### config.mk
export PLATFORM = sky130hd
export DESIGN_NAME = regfile_mp
export DESIGN_NICKNAME = d
export VERILOG_FILES = /design/src/rtl/rf_pkg.sv /design/src/rtl/rf_scoreboard.sv /design/src/rtl/regfile_mp.sv
export SDC_FILE = /design/constraint.sdc
export NUM_CORES = 2
export LEC_CHECK = 0
export ABC_AREA = 0
export BUFFER_PORTS_ARGS = -buffer_cell sky130_fd_sc_hd__buf_4
export CORE_MARGIN = 1.5
export CORE_UTILIZATION = 58
export CTS_CLUSTER_DIAMETER = 120
export CTS_CLUSTER_SIZE = 28
export DETAILED_ROUTE_END_ITERATION = 6
export GPL_TIMING_DRIVEN = 0
export HOLD_SLACK_MARGIN = 0.02
export PLACE_DENSITY_LB_ADDON = 0.25
export SLEW_MARGIN = 0
export SYNTH_ARGS = -nofsm -noshare
export SYNTH_HDL_FRONTEND = slang
export SYNTH_SLANG_ARGS = --single-unit
### constraint.sdc
create_clock -name clk -period 3.15 [get_ports clk]
set_clock_uncertainty 0.2 [all_clocks]
set_input_delay 0.63 -clock clk [delete_from_list [all_inputs] [get_ports clk]]
set_output_delay 0.63 -clock clk [all_outputs]
set_load 0.05 [all_outputs]
### src/rtl/rf_pkg.sv
// Shared types and helpers for the multi-port register file.
// Holds the clear-sequencer state encoding and the index-width calculation.
package rf_pkg;

   typedef enum logic {
      RF_IDLE,
      RF_CLEAR
   } rf_state_e;

   function automatic int calc_aw(input int nregs);
      return $clog2(nregs);
   endfunction

endpackage

### src/rtl/rf_scoreboard.sv
// Per-register pending scoreboard: set on issue, cleared by writeback, flushed in bulk.
// Bit 0 is never pending; a set wins over a same-cycle writeback clear.
module rf_scoreboard
   import rf_pkg::*;
#(
   parameter  int NREGS = 32,
   parameter  int NRD   = 2,
   localparam int AW    = calc_aw(NREGS)
) (
   input  logic              clk,
   input  logic              rst_n,
   input  logic              set_en,
   input  logic [AW-1:0]     set_addr,
   input  logic              clr_en,
   input  logic [AW-1:0]     clr_addr,
   input  logic              flush,
   input  logic [NRD*AW-1:0] lk_addr,
   output logic [NRD-1:0]    lk_pend
);

   logic [NREGS-1:0] pend_q;
   logic [NREGS-1:0] pend_d;

   // NOTE: pend_d starts as a copy of pend_q so every path assigns it and no latch is inferred.
   always_comb begin
      pend_d = pend_q;
      if (clr_en) pend_d[clr_addr] = 1'b0;
      if (set_en) pend_d[set_addr] = 1'b1;
      if (flush)  pend_d = '0;
      pend_d[0] = 1'b0;
   end

   always_ff @(posedge clk or negedge rst_n) begin
      if (!rst_n) pend_q <= '0;
      else        pend_q <= pend_d;
   end

   always_comb begin
      lk_pend = '0;
      for (int k = 0; k < NRD; k++) lk_pend[k] = pend_q[lk_addr[k*AW +: AW]];
   end

endmodule

### src/rtl/regfile_mp.sv
// Parametrised multi-read-port register file with write bypass, pending scoreboard
// and a sequenced bulk-clear engine that zeroes one register per cycle.
module regfile_mp
   import rf_pkg::*;
#(
   parameter  int XLEN   = 32,
   parameter  int NREGS  = 32,
   parameter  int NRD    = 2,
   parameter  bit BYPASS = 1'b1,
   localparam int AW     = calc_aw(NREGS)
) (
   input  logic                clk,
   input  logic                rst_n,
   input  logic                wr_en,
   input  logic [AW-1:0]       wr_addr,
   input  logic [XLEN-1:0]     wr_data,
   output logic                wr_ready,
   input  logic [NRD*AW-1:0]   rd_addr,
   output logic [NRD*XLEN-1:0] rd_data,
   output logic [NRD-1:0]      rd_pend,
   input  logic                pend_set,
   input  logic [AW-1:0]       pend_addr,
   input  logic                clr_req,
   output logic                busy,
   output logic                clr_done
);

   localparam logic [AW-1:0] PTR_LAST = AW'(NREGS - 1);

   rf_state_e       state_q, state_d;
   logic [AW-1:0]   ptr_q, ptr_d;
   logic            clr_done_q, clr_done_d;
   logic [XLEN-1:0] regs_q [NREGS];
   logic [XLEN-1:0] regs_d [NREGS];
   logic            flush;
   logic            wr_acc;

   assign busy     = (state_q == RF_CLEAR);
   assign wr_ready = !busy;
   assign clr_done = clr_done_q;
   assign wr_acc   = wr_en && wr_ready && (wr_addr != '0);

   always_comb begin
      state_d    = state_q;
      ptr_d      = ptr_q;
      clr_done_d = 1'b0;
      flush      = 1'b0;
      case (state_q)
         RF_IDLE: begin
            if (clr_req) begin
               state_d = RF_CLEAR;
               ptr_d   = AW'(1);
               flush   = 1'b1;
            end
         end
         RF_CLEAR: begin
            ptr_d = ptr_q + AW'(1);
            if (ptr_q == PTR_LAST) begin
               state_d    = RF_IDLE;
               clr_done_d = 1'b1;
            end
         end
         default: state_d = RF_IDLE;
      endcase
   end

   // Writes never coincide with the clear sweep because wr_ready is low while busy.
   always_comb begin
      regs_d = regs_q;
      if (wr_acc) regs_d[wr_addr] = wr_data;
      if (busy)   regs_d[ptr_q]   = '0;
      regs_d[0] = '0;
   end

   // NOTE: state uses non-blocking assignments so every flop samples the pre-edge values.
   always_ff @(posedge clk or negedge rst_n) begin
      if (!rst_n) begin
         state_q    <= RF_IDLE;
         ptr_q      <= '0;
         clr_done_q <= 1'b0;
      end else begin
         state_q    <= state_d;
         ptr_q      <= ptr_d;
         clr_done_q <= clr_done_d;
      end
   end

   // NOTE: the array is reset on purpose; software relies on every register reading zero after reset.
   always_ff @(posedge clk or negedge rst_n) begin
      if (!rst_n) begin
         for (int i = 0; i < NREGS; i++) regs_q[i] <= '0;
      end else begin
         regs_q <= regs_d;
      end
   end

   for (genvar k = 0; k < NRD; k++) begin : g_rd
      logic [AW-1:0]   idx;
      logic [XLEN-1:0] val;
      assign idx = rd_addr[k*AW +: AW];
      always_comb begin
         if (idx == '0)                                val = '0;
         else if (BYPASS && wr_acc && (wr_addr == idx)) val = wr_data;
         else                                           val = regs_q[idx];
      end
      assign rd_data[k*XLEN +: XLEN] = val;
   end

   rf_scoreboard #(
      .NREGS (NREGS),
      .NRD   (NRD)
   ) u_sb (
      .clk      (clk),
      .rst_n    (rst_n),
      .set_en   (pend_set && !busy),
      .set_addr (pend_addr),
      .clr_en   (wr_acc),
      .clr_addr (wr_addr),
      .flush    (flush),
      .lk_addr  (rd_addr),
      .lk_pend  (rd_pend)
   );

endmodule

==> reports/qor.txt <==
Core Area -> 101000 µm²
CP max-delay cell -> nor4_4
Vias in the first global route -> 54400
Site row count -> 117
Antenna violations before repair -> 14
Drt pass-1 iters -> 7
Fillers -> 7484
Register area share after synthesis -> 0.435
Pre-CTS setup slack -> -2290 ps
Number of I/O pins -> 126
Minimum clock period -> 3840 ps
Number of synthesized register bits -> 1030
Syn nets -> 6008
Async set-reset flop share out of synthesis -> 1.00
GRT Overall Usage -> 0.577
Number of synthesized flops with an enable pin -> 0
CP delay by family, top -> buffers and inverters
Grt total ovfl -> 0
Yosys cell types -> 52
HP Class -> primary input to flip-flop
CTS buffer count -> 44
CP cell instances -> buf_4 -> clkbuf_2 -> mux4_2 -> o22ai_2 -> nor4_4 -> nor3_2 -> a21oi_4 -> buf_8
CP Buf/Inv Count -> 3
Outcome -> finished, violations left
Netlist Area Pre-Place -> 59200 µm²
Cells after Synth -> 5946
Crit path kind -> primary input to primary output
Syn. warnings -> 0
Most frequent cells in the layout -> nand2_1, dfrtp_1, a21oi_1, nor2_1, mux2i_1
Slew HR -> -0.0854
Final WL -> 305000 µm
Most common flop cell mapped by yosys -> dfrtp_1
Crit-path max FO -> 10
Placer Congestion -> 1.12
Largest family of logic cells by synthesized area -> multiplexers
Die area -> 104000 µm²
Layout cells sized above 1 -> 0.255
Multi-input gate area -> 34500 µm²
Largest net degree at the start of global routing -> 157
Adder-cell area share of the yosys netlist -> 0.00106
DR WL/cell -> 39.8 µm
FF+latch area -> 25800 µm²
Final #Nets -> 6344
Worst setup EP type -> primary output
DP HPWL -> 221000 µm
CP arrival -> 3010 ps
Reg2Reg Setup Slack -> -300 ps
Worst EP required -> 2320 ps
Pleak -> 29.4 nW
First-pass GRT wire length -> 414000 µm
Tcrit/Tclk final -> 1.22
Starting Density -> 0.584
Final number of max-transition violations -> 21
CTS Root Cell -> clkbuf_16
Pwr Density -> 510 nW/µm²
Commonest non-fill, non-tap cell in the layout -> nand2_1
Worst-path clk slew -> 110 ps
Die height -> 323 µm
Fmax -> 261 MHz
CP startpoint kind -> primary input
Post-synthesis xor/xnor area fraction -> 0.00163
Htree depth -> 2
DR iter-0 viols -> 10400
Mux contribution to synthesized area -> 0.243
Antenna-violating nets left -> 0
Final hold vios -> 0
Area growth syn-to-layout -> 21.9%
Simple-Gate Fraction of Synth Area -> 0.163
Worst-Margin Slew -> 1630 ps
Failing checks -> design-rule violations, max-capacitance violations, max-slew violations, negative setup slack
CTS max path bufs -> 3
PortBufs -> 93
MaxCap Viol Count -> 2
Via count -> 57700
Drt via density -> 7.51
Clk sink count -> 1030
Number of remaining DRC errors -> 20
RSZ-0062 raised after global routing -> true
Final worst slack -> -687 ps
Clock latency on the worst-skew pair -> 720 ps
Worst vdd ir -> 0.594 mV
Compound-Gate Fraction of Synth Area -> 0.104
Final setup TNS -> -70760 ps
Synth Area per Inst -> 9.96 µm²
Die Width -> 323 µm
Peak per-stage delay on the critical path -> 610 ps
Setup Viol. Count Final -> 444
CTS tree -> yes
==> where the power goes <==
group / internal (mW) / total (mW) / leakage [nW] / switching, mW
registers: 15.3 / 17.5 / 14.3 / 2.19
logic: 4.68 / 11.8 / 14.5 / 7.07
clock network: 2.73 / 7.54 / 0.609 / 4.81
==> cells by family after synthesis <==
family	after synthesis
multiplexers	930
flip-flops	1030
adder cells (fa/ha/maj)	5
AO/OA/AOI/OAI	1058
AND/OR/NAND/NOR	2245
XOR/XNOR	11
buffers and inverters	667
==> worst paths after layout <==
check                                       from                    end  cells after the start
min in group asynchronous                  rst_n  regs_q[889]$_DFF_PN0_                      2
max reg2reg                       busy$_DFF_PN0_  regs_q[113]$_DFF_PN0_                      8
max in group asynchronous                  rst_n  regs_q[834]$_DFF_PN0_                      5
max                                   rd_addr[7]            rd_data[36]                      8
min                                  wr_data[29]  regs_q[445]$_DFF_PN0_                      3
min reg2reg                regs_q[795]$_DFF_PN0_  regs_q[795]$_DFF_PN0_                      2
==> final cells by class <==
| type | count | share of cell area |
|---|---|---|
| Antenna cell | 18 | 0.000624 |
| Sequential cell | 1030 | 0.357 |
| Multi-Input combinational cell | 4250 | 0.478 |
| Clock buffer | 45 | 0.0156 |
| Buffer | 644 | 0.0707 |
| Inverter | 16 | 0.000850 |
| Clock inverter | 10 | 0.00172 |
| Timing Repair Buffer | 296 | 0.0512 |
| Tap cell | 1368 | 0.0237 |
==> worst reg2reg max path: cells and delay by family (launching register included) <==
| family | cells | cell delay [ps] |
|---|---|---|
| AOI/OAI and AO/OA | 1 | 100 |
| DFF | 1 | 470 |
| and+or+nand+nor | 4 | 1640 |
| buffers and inverters | 3 | 910 |
==> cells in the mapped netlist, drive strengths merged (42+ instances only) <==
cell    number  share of area
o22ai       87         0.0092
nor2b      108          0.011
nand3      296          0.025
nor2       536          0.034
mux2i      480          0.081
clkbuf     407          0.026
nor4       109          0.012
nand2     1103          0.070
dfrtp     1030           0.44
mux2        48         0.0091
mux4       402           0.15
a221oi      42         0.0062
a21oi      726          0.061
a211oi     115          0.015
buf        244          0.025
nor3        45         0.0048
==> metal layers <==
metal	routed length, µm	global-route usage	share of wire
met1	100000	0.687	0.33
met2	119000	0.768	0.39
met3	54400	0.318	0.18
met4	30600	0.442	0.10
met5	747	0.0500	0.0024
==> state kept, by name (all words and copies together) (netlist names) <==
name,count
ptr_q,5
busy,1
regs_q,992
u_sb.pend_q,31
clr_done,1
==> through the flow <==
step	utilization	cell area, µm²	hold WS (ps)	cells	total power [mW]
after global placement	0.614	62300	315	7407	26.5
after global routing	0.711	72100	20.1	7663	37.3
final	0.711	72200	18.0	7677	36.8
after detailed placement	0.617	62600	325	7423	26.9
after floorplan	-	59900	134	5946	22.9
after CTS	0.695	70500	21.6	7594	35.3
==> repair_timing <==
item | CTS | global route
gates cloned | 15 | 5
endpoints found under the setup margin | 358 | 622
hold buffers | 10 | 1
setup buffers | 95 | 63
resized for setup | 1105 | 219
pin swaps | 60 | 53
endpoints found under the hold margin | 81 | 1
Power figures use the tool's default switching activity.
